`src/rtl/buf_tag_lookup.sv`:
```
// rtl/buf_tag_lookup.sv - 4-entry fully associative tag store in front of the LFU replacement unit
// Hits and invalid-entry fills answer from CMP; eviction misses ask the replacement unit for a victim.
module buf_tag_lookup #(
  parameter int TAG_W    = 8,
  parameter bit FILL_INV = 1'b1
) (
  input  logic             clk,
  input  logic             rst,
  input  logic             acc_req,
  input  logic [TAG_W-1:0] acc_tag,
  input  logic             flush,
  output logic             acc_rdy,
  output logic             acc_ack,
  output logic             acc_hit,
  output logic [1:0]       acc_idx,
  output logic             new_buf_req,
  output logic [1:0]       ref_buf_numbr,
  output logic             ref_vld,
  input  logic [1:0]       buf_num_replc
);

  typedef enum logic [1:0] {S_IDLE, S_CMP, S_REQ, S_WAIT} state_t;

  state_t           state, state_d;
  logic [TAG_W-1:0] tag_q [4];
  logic [3:0]       valid_q, valid_d;
  logic [TAG_W-1:0] cap_tag, cap_tag_d;

  logic             acc_rdy_d, acc_ack_d, acc_hit_d, new_buf_req_d, ref_vld_d;
  logic [1:0]       acc_idx_d, ref_buf_numbr_d;
  logic             tag_we;
  logic [1:0]       tag_widx;

  logic             hit, inv_any;
  logic [1:0]       hit_idx, inv_idx;

  // Descending scan so the lowest matching / invalid index is the one left standing.
  always_comb begin
    hit     = 1'b0;
    hit_idx = 2'd0;
    inv_any = 1'b0;
    inv_idx = 2'd0;
    for (int i = 3; i >= 0; i--) begin
      if (valid_q[i] && (tag_q[i] == cap_tag)) begin
        hit     = 1'b1;
        hit_idx = 2'(i);
      end
      if (!valid_q[i]) begin
        inv_any = 1'b1;
        inv_idx = 2'(i);
      end
    end
  end

  always_comb begin
    state_d         = state;
    cap_tag_d       = cap_tag;
    valid_d         = valid_q;
    acc_rdy_d       = acc_rdy;
    acc_ack_d       = 1'b0;
    acc_hit_d       = acc_hit;
    acc_idx_d       = acc_idx;
    new_buf_req_d   = 1'b0;
    ref_buf_numbr_d = ref_buf_numbr;
    ref_vld_d       = 1'b0;
    tag_we          = 1'b0;
    tag_widx        = 2'd0;

    case (state)
      S_IDLE: begin
        if (flush) valid_d = 4'b0000;
        if (acc_req) begin
          cap_tag_d = acc_tag;
          acc_rdy_d = 1'b0;
          state_d   = S_CMP;
        end
      end
      S_CMP: begin
        if (hit) begin
          acc_ack_d       = 1'b1;
          acc_hit_d       = 1'b1;
          acc_idx_d       = hit_idx;
          ref_buf_numbr_d = hit_idx;
          ref_vld_d       = 1'b1;
          acc_rdy_d       = 1'b1;
          state_d         = S_IDLE;
        end else if (inv_any && (FILL_INV || (valid_q == 4'b0000))) begin
          tag_we            = 1'b1;
          tag_widx          = inv_idx;
          valid_d[inv_idx]  = 1'b1;
          acc_ack_d         = 1'b1;
          acc_hit_d         = 1'b0;
          acc_idx_d         = inv_idx;
          ref_buf_numbr_d   = inv_idx;
          ref_vld_d         = 1'b1;
          acc_rdy_d         = 1'b1;
          state_d           = S_IDLE;
        end else begin
          new_buf_req_d = 1'b1;
          state_d       = S_REQ;
        end
      end
      S_REQ: begin
        state_d = S_WAIT;
      end
      S_WAIT: begin
        tag_we                  = 1'b1;
        tag_widx                = buf_num_replc;
        valid_d[buf_num_replc]  = 1'b1;
        acc_ack_d               = 1'b1;
        acc_hit_d               = 1'b0;
        acc_idx_d               = buf_num_replc;
        ref_buf_numbr_d         = buf_num_replc;
        ref_vld_d               = 1'b1;
        acc_rdy_d               = 1'b1;
        state_d                 = S_IDLE;
      end
      default: state_d = S_IDLE;
    endcase
  end

  always_ff @(posedge clk or posedge rst) begin
    if (rst) begin
      state         <= S_IDLE;
      valid_q       <= 4'b0000;
      cap_tag       <= '0;
      acc_rdy       <= 1'b1;
      acc_ack       <= 1'b0;
      acc_hit       <= 1'b0;
      acc_idx       <= 2'd0;
      new_buf_req   <= 1'b0;
      ref_buf_numbr <= 2'd0;
      ref_vld       <= 1'b0;
    end else begin
      state         <= state_d;
      valid_q       <= valid_d;
      cap_tag       <= cap_tag_d;
      acc_rdy       <= acc_rdy_d;
      acc_ack       <= acc_ack_d;
      acc_hit       <= acc_hit_d;
      acc_idx       <= acc_idx_d;
      new_buf_req   <= new_buf_req_d;
      ref_buf_numbr <= ref_buf_numbr_d;
      ref_vld       <= ref_vld_d;
    end
  end

  // Tag contents need no reset; the write enable is already gated off while rst holds state in IDLE.
  always_ff @(posedge clk) begin
    if (tag_we) tag_q[tag_widx] <= cap_tag;
  end

  a_replc_known: assert property (@(posedge clk) disable iff (rst)
    (state == S_WAIT) |-> !$isunknown(buf_num_replc));

endmodule

```
`config.mk`:
```
export PLATFORM = sky130hd
export DESIGN_NAME = buf_tag_lookup
export DESIGN_NICKNAME = d
export VERILOG_FILES = /design/src/rtl/buf_tag_lookup.sv
export SDC_FILE = /design/constraint.sdc
export NUM_CORES = 1
export LEC_CHECK = 0
export CAP_MARGIN = 5
export CORE_UTILIZATION = 56
export DETAILED_ROUTE_END_ITERATION = 16
export PLACE_DENSITY = 0.78
export SYNTH_ARGS = -nofsm -noshare
export SYNTH_HDL_FRONTEND = slang
export SYNTH_SLANG_ARGS = --single-unit
```
`constraint.sdc`:
```
create_clock -name clk -period 3.55 [get_ports clk]
set_input_delay 1.065 -clock clk [delete_from_list [all_inputs] [get_ports clk]]
set_output_delay 1.065 -clock clk [all_outputs]
set_load 0.005 [all_outputs]
```
==> flow_metrics.py <==
metrics = {
    "die": {
        "io-pin-count": 23,
        "start_util": 0.594,
        "die_h_um": 67.6,
        "die-width_um": 67.6,
        "core_um2": 4060,
        "die-area_um2": 4570,
        "rows": 23,
    },
    "layout": {
        "n_antenna_cell": 0,
        "regArea_um2": 1460,
        "nNetsFinal": 218,
        "area_growth_pct": 11.3,
        "multi_input_area_um2": 813,
        "layout-drive-gt1-share": 0.0976,
        "utilization": 0.661,
        "n_fill_cell": 289,
    },
    "worst_setup_path": {
        "r2r.worst_path.cells": 6,
        "cp-end-kind": "flop",
        "r2r-start": "cap_tag[0]",
        "reg2reg_slack_ps": 870,
        "worstPathRequired_ps": 3490,
        "slowest_delay_ps": 620,
        "cp.arrival_ps": 2620,
        "cp_max_fo": 11,
        "critPathKind": "flop to flop",
        "reg2reg_to": "tag_q[3][6]",
        "start_kind": "flop",
        "crit_chain": "xnor2_1 > nand4_1 > nor3_1 > or4_4 > o21a_1 > nor2_1",
        "slowest_stage": "or4_4",
    },
    "drt": {
        "drt_wl_total_um": 4370,
        "drc_errors": 0,
        "vias": 1489,
        "ant_nets": 0,
        "drtIter0Drc": 152,
        "via_per_inst": 5.84,
        "dr.pass1.iters": 4,
        "post_drt_wl_per_cell_um": 17.1,
    },
    "global_route": {
        "grtUsageTotal": 0.229,
        "antenna_found_initial": 0,
        "grt_overflow": 0,
        "grt_pass1_wl_um": 7290,
        "grt_pass1_vias": 1485,
        "grt_max_degree": 21,
    },
    "timing": {
        "rsz0062_at_grt": "no",
        "slew_viol_final": 0,
        "setup_viol": 0,
        "finalHoldViolCount": 0,
        "layout_min_cycle_time_ps": 2680,
        "max_slew_margin": 0.443,
        "fmax_ghz": 0.374,
        "post-route-period-util": 0.754,
        "postLayoutSetupSlackWorst_ps": 873,
        "max_slew.worst_pin.slew_ps": 834,
        "finalClockSkew_ps": 7.68,
        "hold_ws_ps": 504,
        "setup_tns_ps": 0,
    },
    "min_path": {
        "min-delay-path-class": "flop to flop",
        "min_to": "acc_rdy",
        "min_from": "acc_rdy",
        "whs_path_depth": 2,
    },
    "clock_tree": {
        "post_cts_buffers": 0,
        "ctsResizeCount": 0,
        "cts.sinks": 52,
        "cts.root.buffer_cell": "clkbuf_8",
        "h-tree-depth": 2,
        "tritoncts": "built",
        "clk_path_buf_depth": 2,
        "cts_buffers": 5,
        "path_clk_slew_ps": 90,
        "cts_hold_buf": 0,
        "clock_latency_ps": 300,
    },
    "yosys": {
        "synth_nets": 203,
        "seq_area_frac_synth": 0.607,
        "syn_inst": 189,
        "yosysWarnings": 0,
        "yosys.cell_types.count": 40,
        "syn_avg_cell_area_um2": 12.8,
        "syn-cell-area_um2": 2410,
        "yosys_register_bits": 52,
    },
    "place": {
        "portBuffers": 22,
        "hpwl_um": 3120,
        "gp_congestion": 0.869,
        "place_ws_ps": 689,
    },
    "power_and_ir_drop": {
        "ir_drop_mv": 0.267,
        "leakage_nw": 0.929,
        "pwr_density_cell_nw_per_um2": 474,
        "power_w": 0.00127,
    },
    "job": {
        "maxCapViolCount": 0,
    },
    "run_status": {
        "status": "completed",
    },
}
-- how the worst max path moves through the flow --
stage,from,end,cells past startpoint,slack (ps)
floorplan,cap_tag[2],tag_q[2][0],8,750
global placement,buf_num_replc[1],tag_q[0][3],4,750
detailed placement,buf_num_replc[1],tag_q[0][4],4,690
CTS,cap_tag[0],tag_q[3][6],6,880
global route,cap_tag[3],tag_q[0][6],6,690
finish,cap_tag[0],tag_q[3][6],6,870
-- cells by family (layout without fill, tap and decap cells) --
family,after synthesis,after routing,share of synthesized area
muxes,9,9,0.0436
buffers and inverters,23,39,0.0560
xor gates and xnor gates,32,32,0.116
DFF,52,52,0.607
AOI/OAI and AO/OA,31,31,0.0898
and+or+nand+nor,42,42,0.0877
-- report_power, final --
part	switching (W)	total [W]	leakage, nW	internal, W
clock network	0.000179	0.000315	0.0388	0.000137
logic	0.0000753	0.000184	0.349	0.000108
registers	0.0000701	0.000774	0.542	0.000703
total	0.000324	0.00127	0.929	0.000948
-- cells in the mapped netlist (all sizes together) --
cell type,count,area share
a31o,1,0.0036
a21boi,1,0.0031
nor3,8,0.017
o32a,2,0.0083
nand2,10,0.016
mux2,9,0.044
o21bai,1,0.0031
clkinv,1,0.0016
dfrtp,19,0.20
and3,2,0.0052
nor2,7,0.011
a22oi,1,0.0031
o21a,3,0.0093
o31a,1,0.0036
edfxtp,32,0.40
a22o,1,0.0036
or4,1,0.0047
buf,13,0.040
a41oi,1,0.0036
o2bb2ai,1,0.0036
nand3b,1,0.0031
dfstp,1,0.011
o21ai,2,0.0042
o41ai,1,0.0036
a21oi,10,0.021
nand4,5,0.013
a21o,1,0.0031
nand2b,2,0.0052
o31ai,1,0.0031
xnor2,30,0.11
clkbuf,3,0.0047
nor4,2,0.0052
inv,6,0.0093
nand3,4,0.0083
o32ai,2,0.0073
xor2,2,0.0073
o22ai,1,0.0026
-- layer usage --
metal  track usage  share of wire
met1         0.289           0.42
met4         0.109          0.019
met3        0.0608          0.059
met5             0              0
met2         0.364           0.50
-- cell type report --
type                            count  area share
Sequential cell                    52       0.545
Multi-Input combinational cell    114       0.303
Timing Repair Buffer               24      0.0876
Clock buffer                        6      0.0270
Tap cell                           50      0.0233
Inverter                            7     0.00979
Clock inverter                      2     0.00420
-- sequential cells by signal, summed over array words and instances, names as in the netlist, named ones only --
name	count
tag_q	32
cap_tag	8
valid_q	4
ref_buf_numbr	2
acc_hit	1
acc_rdy	1
new_buf_req	1
ref_vld	1
state	1
-- placed cells by master, fill, tap and decap left out, types with 3 or more instances in the layout --
cell type | Yosys | routed
a21oi_1 | 10 | 10
clkbuf_8 | 0 | 5
clkdlybuf4s50_1 | 0 | 22
dfrtp_1 | 19 | 19
edfxtp_1 | 32 | 32
inv_1 | 6 | 6
mux2_2 | 8 | 8
nand2_1 | 10 | 10
nand3_1 | 4 | 4
nand4_1 | 5 | 5
nor2_1 | 7 | 7
nor3_1 | 8 | 8
o21a_1 | 3 | 3
xnor2_1 | 30 | 30
-- per-stage QoR --
step           cell area (µm²)  instances
4_1_cts                   2680        255
6_report                  2680        255
5_1_grt                   2680        255
3_3_place_gp              2600        247
2_1_floorplan             2410        189
3_5_place_dp              2600        247
-- worst max-delay path, delay by kind of cell (launching register included) --
kind / cells / cell delay (ps)
simple gates: 4 / 1330
flops: 1 / 610
compound gates: 1 / 240
xor+xnor: 1 / 140
(Power assumes the default switching activity.)
